==> src/rtl/itu_scheduler.sv <==
// Integer-unit writeback scheduler.
// Tracks future writeback-port usage in a reservation shift register so that ALU, MUL and DIV
// results never collide on the shared writeback port, and sequences the iterative divider.
module itu_scheduler #(
   parameter int unsigned MUL_LATENCY = 3,
   parameter int unsigned DIV_LATENCY = 34
) (
   input  logic       clk_i,
   input  logic       rst_i,
   input  logic       flush_i,
   input  logic       issue_valid_i,
   input  logic [2:0] issue_unit_i,
   output logic       issue_ready_o,
   output logic       alu_valid_o,
   output logic       mul_valid_o,
   output logic       div_valid_o,
   output logic       div_abort_o,
   output logic       div_busy_o,
   output logic       wb_valid_o,
   output logic [2:0] wb_select_o
);

   // Unit encodings, ALU in the MSB.
   localparam logic [2:0] UnitAlu = 3'b100;
   localparam logic [2:0] UnitMul = 3'b010;
   localparam logic [2:0] UnitDiv = 3'b001;

   localparam int unsigned CntW = (DIV_LATENCY > 2) ? $clog2(DIV_LATENCY) : 1;

   typedef enum logic [0:0] {
      StIdle,
      StBusy
   } div_state_e;

   // Slot k describes the writeback k cycles from now.
   logic [DIV_LATENCY-1:0]      slot_valid_q;
   logic [DIV_LATENCY-1:0][2:0] slot_tag_q;

   div_state_e      div_state_q;
   logic [CntW-1:0] div_cnt_q;

   logic target_free;
   logic dispatch;

   assign div_busy_o  = (div_state_q == StBusy);
   assign div_abort_o = flush_i & div_busy_o;

   assign wb_valid_o  = slot_valid_q[0];
   assign wb_select_o = slot_tag_q[0];

   // Acceptance: the slot that will shift into r[L-1] must be free; non-one-hot codes never match.
   always_comb begin
      target_free = 1'b0;
      case (issue_unit_i)
         UnitAlu: target_free = ~slot_valid_q[1];
         UnitMul: target_free = ~slot_valid_q[MUL_LATENCY];
         // r[DIV_LATENCY] is always free, so only the iterative divider itself can block.
         UnitDiv: target_free = ~div_busy_o;
         default: target_free = 1'b0;
      endcase
      issue_ready_o = ~flush_i & target_free;
   end

   assign dispatch    = issue_valid_i & issue_ready_o;
   assign alu_valid_o = dispatch & issue_unit_i[2];
   assign mul_valid_o = dispatch & issue_unit_i[1];
   assign div_valid_o = dispatch & issue_unit_i[0];

   // Reservation shift register: advance one slot per cycle, then insert the new dispatch.
   always_ff @(posedge clk_i) begin
      if (rst_i) begin
         slot_valid_q <= '0;
         slot_tag_q   <= '0;
      end else if (flush_i) begin
         slot_valid_q <= '0;
         slot_tag_q   <= '0;
      end else begin
         for (int k = 0; k < int'(DIV_LATENCY) - 1; k++) begin
            slot_valid_q[k] <= slot_valid_q[k+1];
            slot_tag_q[k]   <= slot_tag_q[k+1];
         end
         slot_valid_q[DIV_LATENCY-1] <= 1'b0;
         slot_tag_q[DIV_LATENCY-1]   <= 3'b000;

         // The checked slot was free, so overwriting the shifted-in value loses nothing.
         if (alu_valid_o) begin
            slot_valid_q[0] <= 1'b1;
            slot_tag_q[0]   <= UnitAlu;
         end
         if (mul_valid_o) begin
            slot_valid_q[MUL_LATENCY-1] <= 1'b1;
            slot_tag_q[MUL_LATENCY-1]   <= UnitMul;
         end
         if (div_valid_o) begin
            slot_valid_q[DIV_LATENCY-1] <= 1'b1;
            slot_tag_q[DIV_LATENCY-1]   <= UnitDiv;
         end
      end
   end

   // Divider sequencer: busy from the cycle after dispatch through the DIV writeback cycle.
   always_ff @(posedge clk_i) begin
      if (rst_i) begin
         div_state_q <= StIdle;
         div_cnt_q   <= '0;
      end else if (flush_i) begin
         div_state_q <= StIdle;
         div_cnt_q   <= '0;
      end else begin
         case (div_state_q)
            StIdle: begin
               if (div_valid_o) begin
                  div_state_q <= StBusy;
                  div_cnt_q   <= CntW'(DIV_LATENCY - 1);
               end
            end
            StBusy: begin
               if (div_cnt_q != '0) begin
                  div_cnt_q <= div_cnt_q - 1'b1;
               end else if (wb_select_o == UnitDiv) begin
                  // Counter expiry lines up with the DIV result sitting in r[0].
                  div_state_q <= StIdle;
               end
            end
            default: begin
               div_state_q <= StIdle;
               div_cnt_q   <= '0;
            end
         endcase
      end
   end

endmodule

==> config.mk <==
export PLATFORM = sky130hd
export DESIGN_NAME = itu_scheduler
export DESIGN_NICKNAME = d
export VERILOG_FILES = /design/src/rtl/itu_scheduler.sv
export SDC_FILE = /design/constraint.sdc
export NUM_CORES = 1
export LEC_CHECK = 0
export BUFFER_PORTS_ARGS = -buffer_cell sky130_fd_sc_hd__buf_4
export CAP_MARGIN = 20
export CORE_MARGIN = 1
export CORE_UTILIZATION = 44
export CTS_CLUSTER_DIAMETER = 80
export CTS_CLUSTER_SIZE = 25
export DETAILED_ROUTE_END_ITERATION = 6
export GPL_TIMING_DRIVEN = 0
export PLACE_DENSITY = 0.74
export SYNTH_ARGS = -nofsm -noshare
export SYNTH_HDL_FRONTEND = slang
export SYNTH_SLANG_ARGS = --single-unit
==> constraint.sdc <==
create_clock -name clk_i -period 1.6 [get_ports clk_i]
set_input_delay 0.16 -clock clk_i [delete_from_list [all_inputs] [get_ports clk_i]]
set_output_delay 0.16 -clock clk_i [all_outputs]
set_load 0.01 [all_outputs]
# After elaboration in Yosys (flattened, before gate mapping)
# Cells that the tools add are included.
[op_classes]
addsub = 1
n_eq_ne = 6
n_mux = 13
bitwise = 10
n_reduce_logical = 5
[ops]
columns = ["operator", "count"]
rows = [
  ["2-to-1 mux 6 bit", 2],
  ["one-hot mux 6 bit (2 select lines)", 1],
  ["AND 1 bit", 6],
  ["equality test 3 x 1 -> 1 bit (second input constant)", 2],
  ["2-to-1 mux 1 bit", 6],
  ["nonzero test 6 bit", 1],
  ["OR reduction 3 bit", 2],
  ["subtractor 6 x 1 -> 6 bit (second input constant)", 1],
  ["NOT 1 bit", 4],
  ["equality test 3 x 2 -> 1 bit (second input constant)", 1],
  ["equality test 3 bit (second input constant)", 1],
  ["2-to-1 mux 3 bit", 1],
  ["one-hot mux 1 bit (3 select lines)", 1],
  ["2-to-1 mux 2 bit", 1],
  ["inequality test 2 x 1 -> 1 bit (second input constant)", 1],
  ["inequality test 2 bit (second input constant)", 1],
  ["one-hot mux 1 bit (2 select lines)", 1],
  ["AND reduction 2 bit", 1],
  ["OR reduction 2 bit", 1],
]
[word_totals]
ff_bits = 143
output_inout_bits = 10

# Longest topological paths before layout
# Gate-level depths: netlist of run 1.
[logic_depth]
word_depth = 7
depth_mapped = 5
depth_no_buf = 5

# Least setup slack after synthesis of run 1
# OpenSTA, ideal clock, no wires.
[synth_timing]
path_type = "register to register"
startpoint = "register div_state_q, in the netlist div_busy_o"
endpoint = "register div_cnt_q[1]"
arrival_time_ps = 1523
setup_slack_ps = -45
stages_incl_launch_ff = 6
synth_period_minus_slack_ps = 1645
path_cell_list = "dfxtp_1 buf_6 or3b_1 buf_2 o311a_1 mux2_4"
[synth_via]
elab_chain_cells = 7
[synth_rtl]
columns = ["element", "line", "source"]
rows = [
  ["start: declaration", "39", "div_state_e div_state_q;"],
  ["start signal: assignment", "104", "div_state_q <= StIdle;"],
  ["start signal: assignment", "107", "div_state_q <= StIdle;"],
  ["start signal: assignment", "113", "div_state_q <= StBusy;"],
  ["NOT 1 bit", "n/a", ""],
  ["one-hot mux 1 bit (3 select lines)", "54", "case (issue_unit_i)"],
  ["AND 1 bit", "61", "issue_ready_o = ~flush_i & target_free;"],
  ["AND 1 bit", "64", "assign dispatch = issue_valid_i & issue_ready_o;"],
  ["AND 1 bit", "67", "assign div_valid_o = dispatch & issue_unit_i[0];"],
  ["inequality test 2 bit (no line)", "n/a", ""],
  ["AND reduction 2 bit (no line)", "n/a", ""],
  ["end signal: assignment", "114", "div_cnt_q <= CntW'(DIV_LATENCY - 1);"],
  ["end signal: assignment", "119", "div_cnt_q <= div_cnt_q - 1'b1;"],
  ["end: declaration", "40", "logic [CntW-1:0] div_cnt_q;"],
]
# Several ways; a longest one is shown, not always the timed one.
# A chain may end at the register's enable or synchronous reset.

# Final worst setup path of run 1
[layout_timing]
startpoint = "register div_state_q, in the netlist div_busy_o"
endpoint = "output div_valid_o"
[layout_via]
elab_chain_cells = 5
[layout_rtl]
columns = ["element", "line", "source"]
rows = [
  ["NOT 1 bit", "n/a", ""],
  ["one-hot mux 1 bit (3 select lines)", "54", ""],
  ["AND 1 bit", "61", ""],
  ["AND 1 bit", "64", ""],
  ["AND 1 bit", "67", ""],
  ["end: declaration", "16", "output logic div_valid_o,"],
]
# Every way passes these cells.

==> results of run 1 <==
## final timing paths
path | startpoint | endpoint | slack (ns) | depth (start not counted)
worst max-delay path | div_busy_o | div_valid_o | -0.18 | 4
worst min-delay path | issue_valid_i | slot_valid_q[0] | 0.06 | 3
worst max register to register | div_busy_o | div_cnt_q[1] | 0.06 | 4
worst min register to register | slot_valid_q[22] | slot_valid_q[21] | 0.43 | 1
## power by group
group	internal [mW]	switching [mW]	total [mW]
logic	0.0343	0.0459	0.0803
clock network	0.326	0.376	0.702
registers	1.20	0.00108	1.20
## worst max-delay path, delay by kind of cell (launching register included)
kind                   cells  cell delay (ns)
and+or+nand+nor            2             0.74
DFF                        1             0.38
buffers and inverters      2             0.15
## cell type report
cell class / count / area, sq um
sequential: 48 / 967
clock inverter: 3 / 42.5
multi-input combinational: 89 / 604
clock buffer: 5 / 37.5
inverter: 6 / 22.5
buffer: 9 / 45.0
timing repair buffer: 19 / 146
tap: 46 / 57.6
fill: 273 / 1490
## cells by family after synthesis
| logic type | count (synthesis) | share of synthesized area (%) |
|---|---|---|
| adder cells (fa/ha/maj) | 1 | 0.775 |
| multiplexers | 2 | 1.55 |
| flip-flops | 48 | 59.5 |
| AO/OA/AOI/OAI | 21 | 9.30 |
| buffers and inverters | 17 | 5.19 |
| AND/OR/NAND/NOR | 65 | 23.6 |
## per-stage QoR
step	setup slack, ns	area (sq um)	hold slack [ns]	cells
floorplan	0.0291	1620	0.298	154
global placement	-0.0563	1790	0.410	215
detailed placement	-0.0835	1790	0.412	215
CTS	-0.312	1920	0.0405	226
global route	-0.237	1920	0.0713	225
finish	-0.184	1920	0.0611	225
## sequential cells by signal (all words and copies together), names as in the netlist
name          count
div_busy_o        1
div_cnt_q         6
slot_tag_q        4
wb_select_o       3
slot_valid_q     34
## cells in the mapped netlist, drive strengths merged, types with 2 or more instances
library cell and n:
a31oi 2, clkbuf 6, nor3 3, o2111ai 2, dfxtp 48, nand2 4, or3 3, and3 2
a21oi 4, buf 5, inv 6, and2 35, nand2b 2, o21ai 3, nor2 10, o31ai 2
or3b 2
## timing repair
action / in CTS / in global routing
pin swaps: 3 / 2
buffers inserted: 4 / 0
gates resized for setup: 9 / 4
setup endpoints to repair: 8 / 9
hold endpoints to repair: 0 / 0
## routing by layer
metal | up-vias | wire length (um) | track usage, %
li1 | 553 | - | -
met5 | - | 0 | 0
met1 | 509 | 1370 | 21.1
met2 | 28 | 1250 | 23.4
met4 | 0 | 65 | 7.85
met3 | 8 | 113 | 5.11
==> results.tsv, run 1 <==
metric	value	unit
layout_common_cells	45 x dfxtp_1, 35 x and2_1, 21 x buf_4, 9 x nor2_1, 6 x clkbuf_1	
setup_viol	2	
cts_buffer_depth	2	
grt_pass1_vias	1096	
gp_congestion	0.834	
io_buffers	15	
overflow	0	
cts.sinks	48	
synth.avg_cell_area	10.5	sq um
antenna_found_initial	0	
grt_usage	16.0	%
grt_max_degree	16	
cts.clk_slew.worst_paths	0.13	ns
skew	0.00812	ns
post-dp-hpwl	1880	um
drtPass1Iterations	4	
drc	0	
syn_area	1610	sq um
hold_viol	0	
tritoncts	built	
violations	setup timing	
ys.flop_type	dfxtp_1	
rsz0062_at_grt	yes	
synth-async-reset-ratio	0	%
hold_buffers	0	
critPathMaxFanout	3	
ys_ff_latch	48	
dr_total_vias	1098	
cts_inserted_buffers	5	
status	complete, but fails checks	
viasPerCell	4.88	
crit_chain	or3b_4 -> or3_4 -> inv_2 -> buf_6	
clock_latency	0.36	ns
nets	186	
diodes	0	
root_buffer	clkbuf_4	
yosysTopAreaCellShare	59.5	%
area_growth	19.1	%
fin_setup_tns	-0.287	ns
max_clock_freq	561	MHz
wl_per_cell	12.4	um
worstSetupPathType	flop to output port	
p_total	1.98	mW
io_pins	17	
hold_class	input pin to flop	
die_w	62.6	um
initial_core_util	47.3	%
core-area	3420	sq um
rows	21	
crit_path_end_kind	output port	
cpPeakStageDelay	0.39	ns
powerDensity	1030	nW/um^2
cap_viol_max_count	0	
synth_area_leaders	dfxtp_1 60%, and2_1 14%, nor2_1 2.3%, buf_4 1.4%, clkbuf_1 1.4%	
final.setup.worst_slack	-0.184	ns
htree_levels	2	
die_height	62.6	um
min_period_over_period	112	%
ys_seq_area_share	59.5	%
worstMarginPinSlew	0.407	ns
required	1.44	ns
final_util	56.3	%
ys_types	37	
ant_nets	0	
wl	2800	um
drt_iter0_drc	18	
final-max-slew-violation-count	0	
dieArea	3910	sq um
synthesis.nets	162	
p_leak	0.807	nW
period_needed	1.78	ns
yosysWarnings	0	
drive_gt1_share	26.3	%
grt_pass1_wl	4890	um
worstSetupStartpointType	flop	
synth_edf_count	0	
slowest_stage	or3b_4	
worstPathArrival	1.62	ns
syn_inst	154	
layout_commonest_cell	dfxtp_1	
relSlewSlack	72.9	%
synth_top_area_cell	dfxtp_1	
irDropWorstVdd	0.792	mV
Note: power is estimated with default switching activity, not from simulation.
==> run 2: changes to the inputs <==
--- a/config.mk
+++ b/config.mk
@@ -7,6 +7,7 @@
 export LEC_CHECK = 0
 export BUFFER_PORTS_ARGS = -buffer_cell sky130_fd_sc_hd__buf_4
 export CAP_MARGIN = 20
+export CORE_ASPECT_RATIO = 0.8
 export CORE_MARGIN = 1
 export CORE_UTILIZATION = 44
 export CTS_CLUSTER_DIAMETER = 80
==> run 2 against run 1 <==
- the run still ends with setup timing left
- via count shrank 2.5%
- total power rose by 0.96%
- routed wire length down 2.8%
- cell area fell by 0.85%
==> results.tsv, run 2 (synthesis results as in run 1) <==
metric	value	unit
violations	setup timing	
io_buffers	15	
dieArea	3920	sq um
post-dp-hpwl	1880	um
irDropWorstVdd	0.670	mV
gp_congestion	0.720	
wl	2720	um
worstMarginPinSlew	0.376	ns
die_height	56.2	um
drc	0	
hold_viol	0	
crit_path_end_kind	output port	
hold_class	input pin to flop	
rows	19	
diodes	0	
final.setup.worst_slack	-0.135	ns
drt_iter0_drc	35	
cts.sinks	48	
ant_nets	0	
powerDensity	1050	nW/um^2
htree_levels	2	
root_buffer	clkbuf_8	
final-max-slew-violation-count	0	
skew	0.00607	ns
wl_per_cell	12.4	um
top_register	slot_valid_q	
layout_common_cells	46 x dfxtp_1, 35 x and2_1, 20 x buf_4, 10 x nor2_1	
worstSetupPathType	flop to output port	
worstPathArrival	1.58	ns
largest_reg_flops	34	
required	1.44	ns
clock_latency	0.30	ns
tritoncts	built	
critPathMaxFanout	3	
p_leak	0.809	nW
cts_inserted_buffers	5	
max_clock_freq	576	MHz
cap_viol_max_count	0	
antenna_found_initial	0	
largestRegisters	slot_valid_q (34), div_cnt_q (6), slot_tag_q (4)	
grt_pass1_vias	987	
drtPass1Iterations	4	
area_growth	18.1	%
initial_core_util	46.5	%
cts_buffer_depth	2	
io_pins	17	
relSlewSlack	74.9	%
status	complete, but fails checks	
final_util	54.9	%
dpl_cell_area	1790	sq um
min_period_over_period	108	%
cts.clk_slew.worst_paths	0.08	ns
overflow	0	
hold_buffers	0	
grt_pass1_wl	4370	um
grt_max_degree	15	
design_area	1910	sq um
rsz0062_at_grt	yes	
drive_gt1_share	23.0	%
period_needed	1.74	ns
layout_commonest_cell	dfxtp_1	
grt_usage	14.7	%
dr_total_vias	1071	
worstSetupStartpointType	flop	
core-area	3470	sq um
nets	185	
setup_viol	2	
viasPerCell	4.87	
die_w	69.7	um
fillers	323	
-- run 2: final timing paths --
check | cells past startpoint | slack [ns] | from | end
max | 4 | -0.14 | div_busy_o | div_valid_o
min | 3 | 0.13 | issue_valid_i | slot_valid_q[0]
max reg2reg | 3 | 0.04 | div_cnt_q[2] | div_cnt_q[1]
min reg2reg | 1 | 0.43 | slot_tag_q[7] | slot_tag_q[4]
-- run 2: routing by layer --
layer | wire [um] | share of wire, % | GRT usage [%]
met5 | 0 | 0 | 0
met3 | 143 | 5.3 | 4.89
met1 | 1360 | 50 | 19.5
met2 | 1180 | 43 | 20.8
met4 | 48 | 1.8 | 8.57
-- run 2: what timing repair did --
| item | 4_1_cts | 5_1_grt |
|---|---|---|
| endpoints found under the setup margin | 3 | 7 |
| buffers inserted | 3 | 0 |
| resized for setup | 4 | 4 |
| pin swaps | 2 | 2 |
-- run 2: area by class of cell --
cell class | instances | area, sq um | area share, %
clock inverters | 2 | 10.0 | 0.525
repair buffers | 18 | 139 | 7.28
clock buffers | 6 | 82.6 | 4.33
well taps | 42 | 52.6 | 2.76
flip-flops and latches | 48 | 966 | 50.7
plain buffers | 9 | 45.0 | 2.36
inverters | 6 | 22.5 | 1.18
multi-input cells | 89 | 589 | 30.9
-- run 2: worst max-delay path, cell delays in order, from the launching register on --
cell and delay, ns:
dfxtp_4 0.36, or3b_4 0.38, or3_4 0.38, inv_2 0.06, buf_6 0.09
-- run 2: through the flow --
| stage | TNS (ns) | instances | total power [mW] | hold WS, ns | setup slack, ns |
|---|---|---|---|---|---|
| final | -0.189 | 220 | 2.00 | 0.130 | -0.135 |
| after global routing | -0.254 | 220 | 2.07 | 0.166 | -0.174 |
| after CTS | -0.360 | 221 | 2.02 | 0.120 | -0.216 |
| after detailed placement | -0.0642 | 211 | 1.30 | 0.411 | -0.0642 |
| after global placement | -0.0493 | 211 | 1.30 | 0.412 | -0.0493 |
| after floorplan | 0 | 154 | 1.27 | 0.298 | 0.0291 |
-- run 2: power breakdown --
| group | internal [mW] | switching, mW | total, mW |
|---|---|---|---|
| Clock | 0.345 | 0.382 | 0.726 |
| Sequential | 1.19 | 0.000978 | 1.19 |
| Combinational | 0.0336 | 0.0438 | 0.0773 |
| Total | 1.57 | 0.426 | 2.00 |
